===== src/rtl/audio_seq_pkg.sv =====
// Shared types for the audio sample sequencer: capture FSM states, the stereo
// sample pair and the default sample width.
package audio_seq_pkg;

  localparam int SEQ_DATA_W = 24;

  typedef enum logic [1:0] {
    IDLE    = 2'd0,
    CAPTURE = 2'd1,
    ISSUE   = 2'd2,
    WAIT    = 2'd3
  } seq_state_e;

  typedef struct packed {
    logic signed [SEQ_DATA_W-1:0] left;
    logic signed [SEQ_DATA_W-1:0] right;
  } stereo_t;

endpackage


===== src/rtl/audio_seq_outq.sv =====
// Two-entry stereo FIFO between the datapath result and the codec DAC side.
// Push and pop may coincide at any occupancy; a push into a full queue without a pop is dropped.
module audio_seq_outq #(
  parameter int W = 24
) (
  input  logic         clk_i,
  input  logic         rst_ni,
  input  logic         push_i,
  input  logic [W-1:0] push_left_i,
  input  logic [W-1:0] push_right_i,
  input  logic         pop_i,
  output logic [1:0]   count_o,
  output logic [W-1:0] head_left_o,
  output logic [W-1:0] head_right_o
);

  logic [W-1:0] left_q [2];
  logic [W-1:0] right_q [2];
  logic         wr_ptr_q, rd_ptr_q;
  logic [1:0]   count_q;
  logic         do_push, do_pop;

  assign do_pop  = pop_i && (count_q != 2'd0);
  assign do_push = push_i && ((count_q != 2'd2) || do_pop);

  always_ff @(posedge clk_i) begin
    if (!rst_ni) begin
      wr_ptr_q <= 1'b0;
      rd_ptr_q <= 1'b0;
      count_q  <= 2'd0;
    end else begin
      if (do_push) wr_ptr_q <= ~wr_ptr_q;
      if (do_pop)  rd_ptr_q <= ~rd_ptr_q;
      case ({do_push, do_pop})
        2'b10:   count_q <= count_q + 2'd1;
        2'b01:   count_q <= count_q - 2'd1;
        default: count_q <= count_q;
      endcase
    end
  end

  // Storage needs no reset: an entry is only read after it has been written.
  always_ff @(posedge clk_i) begin
    if (do_push) begin
      left_q[wr_ptr_q]  <= push_left_i;
      right_q[wr_ptr_q] <= push_right_i;
    end
  end

  assign count_o      = count_q;
  assign head_left_o  = left_q[rd_ptr_q];
  assign head_right_o = right_q[rd_ptr_q];

endmodule


===== src/rtl/audio_sample_sequencer.sv =====
// Captures codec ADC samples, hands them to the filter datapath, mutes output while
// the delay line fills, and queues results for the DAC. Optional SEQ_STATS_EN adds stall/underrun counters.
module audio_sample_sequencer
  import audio_seq_pkg::*;
#(
  parameter int DATA_W  = SEQ_DATA_W,
  parameter int WARMUP  = 64,
  parameter int TIMEOUT = 15,
  parameter int CNT_W   = 16
) (
  input  logic                     CLOCK_50,
  input  logic                     reset,
  input  logic                     read_ready,
  output logic                     read,
  input  logic signed [DATA_W-1:0] readdata_left,
  input  logic signed [DATA_W-1:0] readdata_right,
  input  logic                     write_ready,
  output logic                     write,
  output logic signed [DATA_W-1:0] writedata_left,
  output logic signed [DATA_W-1:0] writedata_right,
  output logic                     smp_valid,
  output logic signed [DATA_W-1:0] smp_left,
  output logic signed [DATA_W-1:0] smp_right,
  input  logic                     res_valid,
  input  logic signed [DATA_W-1:0] res_left,
  input  logic signed [DATA_W-1:0] res_right,
  output logic                     primed,
  output logic                     timeout_err,
  output seq_state_e               dbg_state
`ifdef SEQ_STATS_EN
  ,
  output logic [CNT_W-1:0]         stall_cnt,
  output logic [CNT_W-1:0]         underrun_cnt
`endif
);

  // Handshakes: read and write are single-cycle strobes issued only while the codec
  // holds read_ready/write_ready; smp_valid is a one-cycle strobe with no back-pressure;
  // res_valid is honoured only in WAIT and ignored in every other state.

  localparam int TMR_W = (TIMEOUT > 1) ? $clog2(TIMEOUT) : 1;
  localparam int WRM_W = $clog2(WARMUP + 1);
  localparam logic [TMR_W-1:0] TMR_LAST = TMR_W'(TIMEOUT - 1);
  localparam logic [WRM_W-1:0] WRM_FULL = WRM_W'(WARMUP);

  seq_state_e              state_q, state_d;
  logic [DATA_W-1:0]       smp_left_q, smp_left_d, smp_right_q, smp_right_d;
  logic [TMR_W-1:0]        timer_q, timer_d;
  logic [WRM_W-1:0]        warm_q, warm_d;
  logic                    primed_q, terr_q, terr_d;
  logic                    write_q;
  logic [DATA_W-1:0]       wr_left_q, wr_right_q;

  logic                    q_push, q_pop;
  logic [DATA_W-1:0]       push_left, push_right;
  logic [1:0]              q_count;
  logic [DATA_W-1:0]       head_left, head_right;

  always_comb begin
    state_d     = state_q;
    smp_left_d  = smp_left_q;
    smp_right_d = smp_right_q;
    timer_d     = timer_q;
    warm_d      = warm_q;
    terr_d      = terr_q;
    q_push      = 1'b0;
    push_left   = '0;
    push_right  = '0;
    unique case (state_q)
      IDLE: begin
        // Only capture when the queue can still take this sample's result.
        if (read_ready && (q_count != 2'd2)) begin
          smp_left_d  = readdata_left;
          smp_right_d = readdata_right;
          state_d     = CAPTURE;
        end
      end
      CAPTURE: state_d = ISSUE;
      ISSUE: begin
        timer_d = '0;
        state_d = WAIT;
      end
      WAIT: begin
        if (res_valid) begin
          q_push = 1'b1;
          if (primed_q) begin
            push_left  = res_left;
            push_right = res_right;
          end
          if (warm_q != WRM_FULL) warm_d = warm_q + 1'b1;
          state_d = IDLE;
        end else if (timer_q == TMR_LAST) begin
          q_push  = 1'b1;
          terr_d  = 1'b1;
          state_d = IDLE;
        end else begin
          timer_d = timer_q + 1'b1;
        end
      end
      default: state_d = IDLE;
    endcase
  end

  always_ff @(posedge CLOCK_50) begin
    if (!reset) begin
      state_q     <= IDLE;
      smp_left_q  <= '0;
      smp_right_q <= '0;
      timer_q     <= '0;
      warm_q      <= '0;
      primed_q    <= 1'b0;
      terr_q      <= 1'b0;
    end else begin
      state_q     <= state_d;
      smp_left_q  <= smp_left_d;
      smp_right_q <= smp_right_d;
      timer_q     <= timer_d;
      warm_q      <= warm_d;
      primed_q    <= (warm_q == WRM_FULL);
      terr_q      <= terr_d;
    end
  end

  // DAC drain runs independently of the capture FSM; the write_q term keeps strobes apart.
  assign q_pop = write_ready && (q_count != 2'd0) && !write_q;

  always_ff @(posedge CLOCK_50) begin
    if (!reset) begin
      write_q    <= 1'b0;
      wr_left_q  <= '0;
      wr_right_q <= '0;
    end else begin
      write_q <= q_pop;
      if (q_pop) begin
        wr_left_q  <= head_left;
        wr_right_q <= head_right;
      end
    end
  end

  audio_seq_outq #(.W(DATA_W)) u_outq (
    .clk_i        (CLOCK_50),
    .rst_ni       (reset),
    .push_i       (q_push),
    .push_left_i  (push_left),
    .push_right_i (push_right),
    .pop_i        (q_pop),
    .count_o      (q_count),
    .head_left_o  (head_left),
    .head_right_o (head_right)
  );

  assign read            = (state_q == CAPTURE);
  assign smp_valid       = (state_q == ISSUE);
  assign smp_left        = smp_left_q;
  assign smp_right       = smp_right_q;
  assign write           = write_q;
  assign writedata_left  = wr_left_q;
  assign writedata_right = wr_right_q;
  assign primed          = primed_q;
  assign timeout_err     = terr_q;
  assign dbg_state       = state_q;

`ifdef SEQ_STATS_EN
  logic             blocked, blocked_q, starved, starved_q;
  logic [CNT_W-1:0] stall_q, underrun_q;

  assign blocked = (state_q == IDLE) && read_ready && (q_count == 2'd2);
  assign starved = write_ready && (q_count == 2'd0) && primed_q;

  // Both counters count onsets of a condition, not the cycles it lasts.
  always_ff @(posedge CLOCK_50) begin
    if (!reset) begin
      blocked_q  <= 1'b0;
      starved_q  <= 1'b0;
      stall_q    <= '0;
      underrun_q <= '0;
    end else begin
      blocked_q <= blocked;
      starved_q <= starved;
      if (blocked && !blocked_q && (stall_q != '1))    stall_q    <= stall_q + 1'b1;
      if (starved && !starved_q && (underrun_q != '1)) underrun_q <= underrun_q + 1'b1;
    end
  end

  assign stall_cnt    = stall_q;
  assign underrun_cnt = underrun_q;
`else
  if (CNT_W < 1) begin : g_cnt_w_check
    $error("CNT_W must be at least 1");
  end
`endif

endmodule

===== config.mk =====
export PLATFORM = sky130hd
export DESIGN_NAME = audio_sample_sequencer
export DESIGN_NICKNAME = d
export VERILOG_FILES = /design/src/rtl/audio_seq_pkg.sv /design/src/rtl/audio_seq_outq.sv /design/src/rtl/audio_sample_sequencer.sv
export SDC_FILE = /design/constraint.sdc
export NUM_CORES = 1
export LEC_CHECK = 0
export ABC_AREA = 1
export BUFFER_PORTS_ARGS = -buffer_cell sky130_fd_sc_hd__buf_2
export CORE_MARGIN = 2
export CORE_UTILIZATION = 50
export DETAILED_ROUTE_END_ITERATION = 10
export GPL_ROUTABILITY_DRIVEN = 1
export GPL_TIMING_DRIVEN = 0
export PLACE_DENSITY_LB_ADDON = 0.25
export SLEW_MARGIN = 20
export SYNTH_ARGS = -nofsm -noshare
export SYNTH_HDL_FRONTEND = slang
export SYNTH_SLANG_ARGS = --single-unit
export TNS_END_PERCENT = 30

===== constraint.sdc =====
create_clock -name CLOCK_50 -period 5 [get_ports CLOCK_50]
set_input_delay 1 -clock CLOCK_50 [delete_from_list [all_inputs] [get_ports CLOCK_50]]
set_output_delay 1 -clock CLOCK_50 [all_outputs]
set_load 0.01 [all_outputs]

==> qor.yml <==
setup_path:
  critPathArrivalTime_ns: 2.58
  required_ns: 5.19
  crit_type: "reg2reg"
  cp_cell_sequence: "ha_1, inv_1, o21ai_0, nand2_1, nor2_4, buf_12"
  slowest_stage: "nor2_4"
  max_stage_delay_ns: 0.60
  cp_num_buf_inv: 2
  crit_family: "simple AND/OR/NAND/NOR gates"
  worstSetupStartpointType: "register"
  crit_path_end_kind: "register"
  critPathMaxFanout: 26
sta:
  slew_viol_final: 0
  fin_tns_setup_ns: 0
  timing.final.crit_share: 0.4790
  rsz0062_at_grt: "no"
  setup_viol: 0
  slew_headroom: 0.5098
  timing.fmax_ghz: 0.4175
  tightest_slew_ns: 0.7336
  setup_slack_ns: 2.605
  finalCriticalPeriod_ns: 2.395
  hold_violations: 0
  finClkSkew_ns: 0.01046
finish:
  antenna_cells: 0
  drive_gt1_frac: 0.2489
  n_fill_cell: 1400
  multi_input_area_um2: 2431
  regArea_um2: 5205
  areaGrowthSynthToFinish_pct: 25.43
  layout.cells.non_filler: 1397
  nets: 1271
  postLayoutCoreUtil: 0.6386
synth:
  synthXorXnorAreaFrac: 0.002090
  yosysWarnings: 0
  synth_top_family_by_area: "simple AND/OR/NAND/NOR gates"
  ys_seq_area_frac: 0.6209
  syn-num-nets: 1042
  synth_cell_types: 26
  synth_fa_ha_area_frac: 0.01493
  ys_seq_elements: 212
  avgSynthCellArea_um2: 9.004
  yosys-mux-area-fraction: 0
  syn_area_um2: 8383
  synth-compound-area-share: 0.09791
  synth-simple-area-share: 0.1742
  synthCells: 931
detailed_routing:
  routed_via_density: 4.719
  drc_errors: 0
  drtIter0Drc: 333
  vias: 6592
  wirelength_mm: 18.86
  drt_first_pass_iters: 4
  routedWlPerCell_um: 13.50
  postRouteAntennaNets: 0
floorplanning:
  ios: 204
  fp.dieW_um: 133.5
  core-area_um2: 16470
  die_area_um2: 17820
  die_h_um: 133.5
  initial_core_util: 0.5091
  rows: 47
pwr:
  leakage_nw: 4.717
  switchingPower_mw: 1.397
  p_seq_frac: 0.438
  ir_drop_v: 0.0002415
  p_comb_frac: 0.207
  power_mw: 4.874
  internal_power_mw: 3.478
  power.density_nw_per_um2: 463.5
  clockPowerShare: 0.354
  swShare: 0.2865
grt:
  use_met2: 0.3720
  grt_max_degree: 28
  grt-ovfl-total: 0
  grtUsageMet3: 0.03729
  met1_usage: 0.2655
  grt_pass1_wl_mm: 29.86
  antenna_found_initial: 0
  first_global_vias: 6259
  grt-busiest-layer: "met2"
  grt_use_total: 0.2095
cts:
  clockBufferDepth: 3
  clk_latency_ns: 0.50
  hold_buffers: 0
  cts_sinks: 212
  post_cts_buffers: 0
  root_buffer: "clkbuf_16"
  cts_resized: 0
  numCtsBuffers: 23
  cts_max_level: 1
  cts_tree: "done"
  path_clk_slew_ns: 0.06
place:
  io_buffers: 202
  place_congestion: 0.7602
  placedCellCount: 1355
  place_ws_ns: 2.310
  dpl.hpwl_mm: 13.48
run:
  drv_cap: 0
min_path:
  worstHoldPathType: "reg2reg"
run_status:
  outcome: "finished, final reports clean"
[state kept, by name (all words and copies together) (netlist names), 2 cells and up]
name and cells:
smp_left 24, smp_right 24, u_outq.right_q 48, warm_q 7
dbg_state 2, writedata_left 24, u_outq.count_o 2, u_outq.left_q 48
writedata_right 24, timer_q 4
[cells by family (layout without fill, tap and decap cells)]
family,count (synthesis),in the layout
AND/OR/NAND/NOR,371,371
flip-flops,212,212
adder cells (fa/ha/maj),10,10
XOR/XNOR,2,2
AO/OA/AOI/OAI,164,164
buffers and inverters,172,418
[worst min-delay path, stage by stage (launching register included)]
cell	delay [ns]
dfxtp_1	0.30
inv_1	0.04
a21oi_1	0.05
[metrics by stage]
step                hold WS, ns  cell area (um^2)
finish                   0.4384             10520
global route             0.4559             10520
CTS                      0.4428             10520
detailed placement       0.4336              9717
global placement         0.4275              9669
floorplan                0.4671              8383
[layer usage]
metal,routed length [um],share of wire
met1,8182,0.43
met2,9051,0.48
met3,1318,0.070
met4,311,0.016
met5,0,0
[layout by cell type, fill, tap and decap left out, types with 2 or more instances in the layout]
cell type    n
clkinv_2     3
clkbuf_16   24
buf_6        5
buf_2      223
nand2_2      2
inv_1      116
or2_2        2
inv_6        3
a21oi_1     61
inv_2        4
clkbuf_1    16
ha_1        10
bufinv_16    2
nand3_1     17
nand2_1    178
o21ai_1     23
nand3_2      2
inv_4        2
o21ai_0     80
clkbuf_2     4
buf_8        2
nand4_1      4
edfxtp_1    96
buf_4        4
nor2_1     164
buf_12       2
dfxtp_1    116
clkbuf_8     4
[cell usage after synthesis]
library cell / n / area, um^2
clkbuf_2: 4 / 20.02
a21oi_1: 61 / 305.3
nand2_2: 2 / 12.51
buf_8: 2 / 30.03
nand2_1: 178 / 668.1
nand3_2: 2 / 20.02
buf_4: 4 / 30.03
xor2_1: 1 / 8.760
o21ai_0: 80 / 400.4
edfxtp_1: 96 / 2883
or2_2: 2 / 12.51
clkbuf_1: 14 / 52.55
nand4_1: 4 / 25.02
dfxtp_1: 116 / 2322
inv_2: 3 / 11.26
nand3_1: 17 / 85.08
o21ai_1: 23 / 115.1
buf_6: 5 / 56.30
ha_1: 10 / 125.1
inv_4: 1 / 6.260
nor2_1: 165 / 619.3
inv_1: 117 / 439.2
nand3_4: 1 / 17.52
buf_2: 21 / 105.1
xnor2_1: 1 / 8.760
clkinv_1: 1 / 3.750
[final timing paths]
| path | endpoint | slack, ns | cells past startpoint | from |
|---|---|---|---|---|
| max | u_outq.right_q[0][16] | 2.60 | 6 | dbg_state[0] |
| min | smp_right[19] | 0.44 | 2 | smp_right[19] |
| max reg2reg | u_outq.right_q[0][16] | 2.60 | 6 | dbg_state[0] |
| min reg2reg | smp_right[19] | 0.44 | 2 | smp_right[19] |
[final cells by class]
cell class / instances / area share
buffer: 50 / 0.02796
multi-input combinational: 547 / 0.2312
clock buffer: 30 / 0.06307
inverter: 122 / 0.04379
timing repair buffer: 204 / 0.09995
tap: 220 / 0.02618
clock inverter: 12 / 0.01285
sequential: 212 / 0.4950
[power by group through the flow]
stage	Combinational (mW)	Sequential [mW]	Clock, mW
floorplan	0.548	2.25	0
global route	1.15	2.16	1.83
finish	1.01	2.14	1.73
detailed placement	1.01	2.17	0
CTS	1.02	2.14	1.77
global placement	0.994	2.17	0
Note: power is estimated with default switching activity, not from simulation.
